## config.mk

```make
export PLATFORM = sky130hd
export DESIGN_NAME = mov_sprite_scheduler
export DESIGN_NICKNAME = d
export VERILOG_FILES = /design/src/rtl/mov_sprite_scheduler.sv
export SDC_FILE = /design/constraint.sdc
export NUM_CORES = 1
export LEC_CHECK = 0
export ABC_CLOCK_PERIOD_IN_PS = 5100
export CORE_UTILIZATION = 40
export DETAILED_ROUTE_END_ITERATION = 8
export GPL_ROUTABILITY_DRIVEN = 1
export PLACE_DENSITY_LB_ADDON = 0.05
export SYNTH_ARGS = -nofsm -noshare
export SYNTH_HDL_FRONTEND = slang
export SYNTH_SLANG_ARGS = --single-unit
```

## constraint.sdc

```tcl
create_clock -name clock -period 5.1 [get_ports clock]
set_input_delay 1.53 -clock clock [delete_from_list [all_inputs] [get_ports clock]]
set_output_delay 1.53 -clock clock [all_outputs]
set_load 0.005 [all_outputs]
```

## src/rtl/mov_sprite_scheduler.sv

```systemverilog
// mov_sprite_scheduler: per-pixel scheduler between the VGA pixel pipeline and
// the moving-sprite memory (16x16 patterns, 2-bit pixels, 64 selectable patterns).
// Holds a NUM_SPR-entry instance table (x, y, select, enable). Each accepted pixel
// request scans the table in index order. Each overlapping instance gets one
// sprite-memory read, and the first non-transparent pixel found is returned.
// Ports:
//   clock, reset           clock; synchronous active-high reset
//   cfg_we/idx/x/y/sel/en  sprite-table write port
//   pix_valid/ready/x/y    pixel request handshake (ready only while idle)
//   mem_x/y/select         registered sprite-memory read address
//   mem_data               memory pixel, valid MEM_LAT clocks after mem_* change
//   out_valid/pixel/hit/idx  one-clock result pulse; values held until next result
module mov_sprite_scheduler #(
    parameter int NUM_SPR = 8,
    parameter int COORD_W = 10,
    parameter int MEM_LAT = 1,
    localparam int IDX_W = $clog2(NUM_SPR)
) (
    input  logic               clock,
    input  logic               reset,
    input  logic               cfg_we,
    input  logic [IDX_W-1:0]   cfg_idx,
    input  logic [COORD_W-1:0] cfg_x,
    input  logic [COORD_W-1:0] cfg_y,
    input  logic [5:0]         cfg_sel,
    input  logic               cfg_en,
    input  logic               pix_valid,
    output logic               pix_ready,
    input  logic [COORD_W-1:0] pix_x,
    input  logic [COORD_W-1:0] pix_y,
    output logic [3:0]         mem_x,
    output logic [3:0]         mem_y,
    output logic [5:0]         mem_select,
    input  logic [1:0]         mem_data,
    output logic               out_valid,
    output logic [1:0]         out_pixel,
    output logic               out_hit,
    output logic [IDX_W-1:0]   out_idx
);

    typedef enum logic [1:0] {IDLE, SCAN, WAIT, DONE} state_t;

    state_t             state_q, state_d;
    logic [IDX_W-1:0]   idx_q, idx_d;
    logic [COORD_W-1:0] px_q, px_d, py_q, py_d;
    logic [1:0]         cnt_q, cnt_d;
    logic [3:0]         mem_x_q, mem_x_d, mem_y_q, mem_y_d;
    logic [5:0]         mem_sel_q, mem_sel_d;
    logic [1:0]         out_pixel_q, out_pixel_d;
    logic               out_hit_q, out_hit_d;
    logic [IDX_W-1:0]   out_idx_q, out_idx_d;

    logic               en_q  [NUM_SPR];
    logic               en_d  [NUM_SPR];
    logic [COORD_W-1:0] x_q   [NUM_SPR];
    logic [COORD_W-1:0] x_d   [NUM_SPR];
    logic [COORD_W-1:0] y_q   [NUM_SPR];
    logic [COORD_W-1:0] y_d   [NUM_SPR];
    logic [5:0]         sel_q [NUM_SPR];
    logic [5:0]         sel_d [NUM_SPR];

    logic [COORD_W-1:0] dx, dy;
    logic               hit, last;

    // Offsets are only meaningful once px>=sx / py>=sy; the upper-bits check
    // keeps instances at the screen edge clipped instead of wrapping.
    assign dx   = px_q - x_q[idx_q];
    assign dy   = py_q - y_q[idx_q];
    assign hit  = en_q[idx_q]
                  && (px_q >= x_q[idx_q]) && (dx[COORD_W-1:4] == '0)
                  && (py_q >= y_q[idx_q]) && (dy[COORD_W-1:4] == '0);
    assign last = (idx_q == IDX_W'(NUM_SPR - 1));

    always_comb begin
        state_d     = state_q;
        idx_d       = idx_q;
        px_d        = px_q;
        py_d        = py_q;
        cnt_d       = cnt_q;
        mem_x_d     = mem_x_q;
        mem_y_d     = mem_y_q;
        mem_sel_d   = mem_sel_q;
        out_pixel_d = out_pixel_q;
        out_hit_d   = out_hit_q;
        out_idx_d   = out_idx_q;
        en_d        = en_q;
        x_d         = x_q;
        y_d         = y_q;
        sel_d       = sel_q;

        if (cfg_we) begin
            en_d[cfg_idx]  = cfg_en;
            x_d[cfg_idx]   = cfg_x;
            y_d[cfg_idx]   = cfg_y;
            sel_d[cfg_idx] = cfg_sel;
        end

        unique case (state_q)
            IDLE: begin
                if (pix_valid) begin
                    px_d    = pix_x;
                    py_d    = pix_y;
                    idx_d   = '0;
                    state_d = SCAN;
                end
            end
            SCAN: begin
                if (hit) begin
                    mem_x_d   = dx[3:0];
                    mem_y_d   = dy[3:0];
                    mem_sel_d = sel_q[idx_q];
                    cnt_d     = 2'(MEM_LAT);
                    state_d   = WAIT;
                end else if (last) begin
                    out_pixel_d = '0;
                    out_hit_d   = 1'b0;
                    out_idx_d   = '0;
                    state_d     = DONE;
                end else begin
                    idx_d = idx_q + 1'b1;
                end
            end
            WAIT: begin
                // mem_data is sampled on the edge that ends the last wait clock.
                if (cnt_q != 2'd1) begin
                    cnt_d = cnt_q - 2'd1;
                end else if (mem_data != 2'd0) begin
                    out_pixel_d = mem_data;
                    out_hit_d   = 1'b1;
                    out_idx_d   = idx_q;
                    state_d     = DONE;
                end else if (last) begin
                    out_pixel_d = '0;
                    out_hit_d   = 1'b0;
                    out_idx_d   = '0;
                    state_d     = DONE;
                end else begin
                    idx_d   = idx_q + 1'b1;
                    state_d = SCAN;
                end
            end
            DONE: state_d = IDLE;
            default: state_d = IDLE;
        endcase
    end

    always_ff @(posedge clock) begin
        if (reset) begin
            state_q     <= IDLE;
            idx_q       <= '0;
            px_q        <= '0;
            py_q        <= '0;
            cnt_q       <= '0;
            mem_x_q     <= '0;
            mem_y_q     <= '0;
            mem_sel_q   <= '0;
            out_pixel_q <= '0;
            out_hit_q   <= 1'b0;
            out_idx_q   <= '0;
            for (int i = 0; i < NUM_SPR; i++) en_q[i] <= 1'b0;
        end else begin
            state_q     <= state_d;
            idx_q       <= idx_d;
            px_q        <= px_d;
            py_q        <= py_d;
            cnt_q       <= cnt_d;
            mem_x_q     <= mem_x_d;
            mem_y_q     <= mem_y_d;
            mem_sel_q   <= mem_sel_d;
            out_pixel_q <= out_pixel_d;
            out_hit_q   <= out_hit_d;
            out_idx_q   <= out_idx_d;
            en_q        <= en_d;
            x_q         <= x_d;
            y_q         <= y_d;
            sel_q       <= sel_d;
        end
    end

    assign pix_ready  = (state_q == IDLE);
    assign out_valid  = (state_q == DONE);
    assign mem_x      = mem_x_q;
    assign mem_y      = mem_y_q;
    assign mem_select = mem_sel_q;
    assign out_pixel  = out_pixel_q;
    assign out_hit    = out_hit_q;
    assign out_idx    = out_idx_q;

endmodule

```

* Yosys cells after proc, flatten, opt, wreduce, memory -nomap -nowiden
Cells that the tools add are included.
** Operators by class
- Add/subtract/negate cells :: 4
- Order comparisons :: 5
- Equal/unequal tests :: 12
- Mux-type cells :: 53
- Bitwise gates (word level) :: 3
- Reduce and logical (&&, ||, !) cells :: 18
** Operators by type and width (count)
- $bwmux W80 :: 2
- $bmux W10 S3 :: 2
- $mux W10 :: 5
- $bwmux W48 :: 1
- $demux W10 S3 :: 1
- $mux W3 :: 9
- $mux W2 :: 12
- $ge A10 B10 Y1 :: 2
- $sub A10 B10 Y10 :: 2
- $bmux W6 S3 :: 1
- $demux W6 S3 :: 1
- $mux W6 :: 3
- $logic_not A6 Y1 :: 2
- $ne A2 B2 Y1 const B :: 6
- $pmux W3 S3 :: 1
- $reduce_and A3 Y1 :: 3
- $bwmux W8 :: 1
- $ge A4 B4 Y1 const B :: 2
- $not A3 Y4 :: 2
- $pmux W2 S2 :: 2
- $pmux W2 S4 :: 1
- $mux W1 :: 7
- $pmux W3 S2 :: 1
- $reduce_and A2 Y1 :: 3
- other kinds (17) :: 23
** Word-level totals
- Register bits after elaboration :: 263
- Input port bits :: 56
- Output and inout port bits :: 22
- Logic and storage cells :: 138

* Depth between registers and ports, before layout
- Depth after elaboration :: 11
- Mapped depth :: 18
- Gate-level depth less buffers :: 14

* Least setup slack after synthesis
No wires, ideal clock.
- Path type :: register to register
- From :: reg idx_q[0]
- To :: reg cnt_q[0]
- Setup time :: 0.116 ns
- Arrival :: 4.743 ns
- Required time :: 4.984 ns
- Setup slack :: 0.241 ns
- Stages on the path, launching flop included :: 18
- Buffers on the path :: 4
- Clock period less this slack :: 4.859 ns
- Cells stage by stage :: dfxtp_1 buf_2 buf_2 buf_1 mux4_2 nand2_1 nand2_1 ha_1 fa_1 nand2b_1 a21oi_1 xor2_1 a2111oi_2 nand4_1 or4_1 buf_2 a211o_1 o211a_1
** Between the ends
- Word-level cells in the longest chain between the ends :: 11
- Elaborated cells on any way between the ends :: 22
- Those cells by class :: add/sub: 2; order compare: 2; eq/ne: 1; mux: 9; bitwise: 1; reduce/logical: 7
** Ends and longest elaborated chain
- start: declaration :: line 44 : logic [IDX_W-1:0] idx_q, idx_d;
- start signal: assignment :: line 163 : idx_q <= idx_d;
- $not A3 Y4 (not written as such) *
- $bmux W10 S3 :: line 67, 70
- $mux W10 (not written as such) (2 in series) :: line 67, 70
- $sub A10 B10 Y10 / $ge A10 B10 Y1 (equally long branches) :: line 67, 70
- $logic_not A6 Y1 / $logic_and A1 B1 Y1 (equally long branches) :: line 70 : && (px_q >= x_q[idx_q]) && (dx[COORD_W-1:4] == '0)
- $logic_and A1 B1 Y1 :: line 70
- $logic_and A1 B1 Y1 :: line 71 : && (py_q >= y_q[idx_q]) && (dy[COORD_W-1:4] == '0);
- $logic_and A1 B1 Y1 * :: line 71
- $ne A2 B2 Y1 (no line) *
- $reduce_and A3 Y1 (no line) *
- end signal: assignment :: line 166 : cnt_q <= cnt_d;
- end: declaration :: line 46 : logic [1:0] cnt_q, cnt_d;
Mark *: on every way between the ends. The rest lies on a longest branch, timed or not. The select of a mux whose other input is x is not followed.
A chain may end at the register's enable or synchronous reset.

* Worst setup path after layout
Ends and elaborated chain as after synthesis.

==> out/results.txt <==
The run gives 53 as the largest net degree at the start of global routing. Global routing finished with a remaining overflow of 0. The synthesized instance count was 784; the fraction of final layout cells sized beyond drive strength 1 was 15.0%.

For the worst setup path, the data required time is 5.53 ns. The mapped netlist covers 11300 um2. The startpoint identified for the worst register-to-register timing path is idx_q[0]$_SDFFE_PP0P_. Wire length of the first global-routing pass: 40.8 mm.

Subtracting the final worst setup slack from the clock period gives 4.57 ns. The run finished with clean final reports. The worst setup path is captured at a flip-flop.

For the net count of the mapped netlist, the log shows 869. Top-area cell type share of the netlist area: 55.1%. The floorplan die width is 170 um, and the post-route clock period utilization is 89.6%.

The die covers 29000 um2. Most area-hungry cell type in the Yosys netlist: edfxtp_1. By count the netlist is led by edfxtp_1, nand2_1, a21oi_1. For the clock buffer count from CTS, the log shows 28.

The analysis attributes to cell leakage a power of 4.59 nW. At the end of the flow, the number of nets in the layout was 958. After detailed routing, the number of remaining DRC violations is 0. Setup violations remaining at the end of the flow were counted as 0. The start point of the worst min-delay path is py_q[0]$_SDFFE_PP0P_. The clock-pin slew on the worst setup and hold paths is 0.06 ns. The total power consumption of the routed design was 5.75 mW; the data arrival time of the critical path was 5.00 ns. Proportion of synthesized flip-flops having asynchronous set or reset: 0%.

The count of antenna diodes in the layout is 0, and the aggregate routed wire length is 27.1 mm. CTS saw 263 sinks. The chip height works out to 170 um. The synthesized design contains 263 register bits. The slack of the worst reg-to-reg path was 0.53 ns.

Yosys attributes the largest share of cell area to edfxtp_1, mux4_2, dfxtp_1. The ratio of routed vias to standard cells came out at 5.38. The finished layout holds 1272 standard cells, fillers aside.

Setup repair after global routing left no endpoint under its margin. The depth of the worst hold-timing path was 2; the max-cap violation count was 0. The initial antenna violation count is 0. Counting flops with a built-in enable in the synthesized netlist gives 208. TritonCTS built the clock tree. On the final layout, the worst clock skew is 0.00782 ns.

Summing the sequential cell areas from Yosys gives 64.8% of the chip area. The number of pins with negative max-slew slack in the final report is 0. Final hold analysis gives a worst-case slack of 0.460 ns. The number of gates resized after CTS was 0. The warning count from the yosys run was 0.

Path class of the lowest-slack min-delay path: reg -> reg. The number of global-route vias before repair came out at 6892. In this run the critical register-to-register path is captured at cnt_q[0]$_SDFFE_PP0P_. In this run the post-CTS setup repair buffer count came out at 0. In this run the tool buffered the top-level ports with 77 buffer cells. Total power density per cell area: 426 nW/um2.

The critical path in this run is classified as reg -> reg. The logs give 0 for the number of nets with antenna violations after detailed routing and 40.7% for the effective utilization at floorplan. Headroom to the max-slew limit came out at 45.3%. The floorplan has 61 rows. The run gives 17.4 mm as the placed wire-length estimate. After floorplanning, the core was sized to cover 27900 um2. The fmax was 219 MHz. In the synthesized netlist the dominant register cell turns out to be edfxtp_1. The worst setup path is launched from a flip-flop. The run gives 0 as the final-report hold violation count. The worst-case clock buffer depth was 3; the maximum fanout encountered on the critical timing path was 23.

The overall track demand over capacity in global routing was 19.1%; the routed length per instance was 21.3 um. The first-iteration detailed-routing DRC count was 456; the post-placement cell count was 1221. The count of H-tree levels built during CTS came out at 1. The dominant cell by count in the synthesized netlist is edfxtp_1.

The root buffer cell chosen for the clock tree is clkbuf_16. For the first-pass iteration count of the detailed router, the log shows 5. In this run the count of I/O pins placed on the die edge is 78. After routing, the total negative slack on setup checks comes to 0 ns.

After synthesis, the netlist uses 61 different library cells. The length in cells of the worst reg-to-reg path came out at 12. For the number of hold buffers added after CTS, the log shows 0. The weighted congestion reported at the end of routability-driven placement was 0.846.

Area growth from synthesis to layout: 19.1%. After synthesis, the mean cell area works out to 14.5 um2. The worst-case IR drop observed on VDD is 0.248 mV. For the worst-skew pair, the clock arrives at the later sink with an insertion delay of 0.54 ns.

The sink of the worst hold path is py_q[0]$_SDFFE_PP0P_. For the pin with the worst max-slew slack, the measured transition is 0.818 ns. The detailed router placed 6839 vias in this run.
==> power by group <==
group | total, mW | internal [mW] | leakage (nW) | switching [mW]
Sequential | 2.48 | 2.39 | 2.33 | 0.0896
Clock | 1.95 | 1.13 | 0.420 | 0.819
Combinational | 1.32 | 0.595 | 1.84 | 0.720
==> cell families (layout without fill, tap and decap cells) <==
group	Yosys count	in the layout	share of synthesized area, %
xor+xnor	8	8	0.618
buf+inv	63	173	2.21
flops	263	263	64.8
compound gates	139	139	7.87
mux	81	81	12.9
simple gates	201	201	8.22
fa+ha+maj	29	29	3.33
==> worst max-delay path, stage by stage (launching register included) <==
cell,delay [ns]
dfxtp_4,0.63
buf_4,0.34
mux4_2,0.53
mux2i_1,0.25
ha_1,0.36
a211o_1,0.34
a2111oi_0,0.39
o2bb2ai_1,0.13
o211ai_1,0.11
o21ai_1,0.20
or4_1,0.68
a211o_1,0.35
o211a_1,0.12
==> per-stage QoR <==
stage / setup WS (ns) / area, um2 / util [%]
after global placement: 0.438 / 12600 / 45.3
after CTS: 0.487 / 13500 / 48.5
after floorplan: 0.241 / 11300 / -
final: 0.530 / 13500 / 48.5
after detailed placement: 0.482 / 12600 / 45.3
after global routing: 0.184 / 13500 / 48.5
==> flip-flops by register name, indices dropped and copies added, names as in the netlist <==
| register | count |
|---|---|
| out_pixel | 2 |
| x_q | 80 |
| py_q | 10 |
| out_idx | 3 |
| mem_y | 4 |
| cnt_q | 2 |
| out_hit | 1 |
| mem_x | 4 |
| sel_q | 48 |
| en_q | 8 |
| state_q | 2 |
| idx_q | 3 |
| px_q | 10 |
| y_q | 80 |
| mem_select | 6 |
==> worst max path at each step <==
stage	from	slack, ns	cells after the start	endpoint
after floorplan	idx_q[0]$_SDFFE_PP0P_	0.24	17	cnt_q[0]$_SDFFE_PP0P_
after global placement	idx_q[0]$_SDFFE_PP0P_	0.44	12	out_pixel[0]$_SDFFE_PP0P_
after detailed placement	idx_q[0]$_SDFFE_PP0P_	0.48	12	out_pixel[1]$_SDFFE_PP0P_
after CTS	idx_q[0]$_SDFFE_PP0P_	0.49	12	out_pixel[1]$_SDFFE_PP0P_
after global routing	idx_q[0]$_SDFFE_PP0P_	0.18	12	out_pixel[1]$_SDFFE_PP0P_
final	idx_q[0]$_SDFFE_PP0P_	0.53	12	cnt_q[0]$_SDFFE_PP0P_
==> layout make-up <==
class                           count  area, um2
Tap cell                          378        473
Timing Repair Buffer               99        931
Multi-Input combinational cell    458       3780
Clock inverter                     19        145
Clock buffer                       32        737
Inverter                           23       86.3
Fill cell                        2406      14400
Sequential cell                   263       7350
==> placed cells by master, fill, tap and decap left out, types with 3 or more instances in the layout <==
| cell type | count |
|---|---|
| o211ai_1 | 6 |
| nand4_1 | 6 |
| clkbuf_16 | 29 |
| nor3_1 | 5 |
| o21a_1 | 5 |
| a21o_1 | 4 |
| o32ai_1 | 6 |
| ha_1 | 27 |
| clkinvlp_4 | 3 |
| clkbuf_1 | 3 |
| nand3b_1 | 4 |
| mux2i_1 | 28 |
| xor2_1 | 5 |
| a211oi_1 | 5 |
| o21ai_0 | 24 |
| nor2_1 | 23 |
| nor3_2 | 4 |
| nand3_1 | 20 |
| nand2_1 | 100 |
| a211o_1 | 4 |
| xnor2_1 | 3 |
| inv_1 | 22 |
| nor2_2 | 4 |
| edfxtp_1 | 208 |
| nor2b_1 | 8 |
| clkinv_1 | 9 |
| o2111ai_1 | 4 |
| clkdlybuf4s50_1 | 76 |
| nand2b_1 | 5 |
| and4_1 | 4 |
| o21bai_1 | 3 |
| dfxtp_1 | 53 |
| and3_1 | 6 |
| mux4_2 | 52 |
| buf_4 | 22 |
| clkinv_2 | 3 |
| a21oi_1 | 56 |
==> metal layers <==
metal | GRT usage [%] | routed length [um] | up-vias
met1 | 26.5 | 12700 | 3439
li1 | - | - | 3212
met5 | 0 | 0 | -
met4 | 4.94 | 537 | 0
met2 | 31.4 | 12900 | 154
met3 | 2.67 | 1040 | 34
No activity file was read; power rests on OpenSTA's default activity.
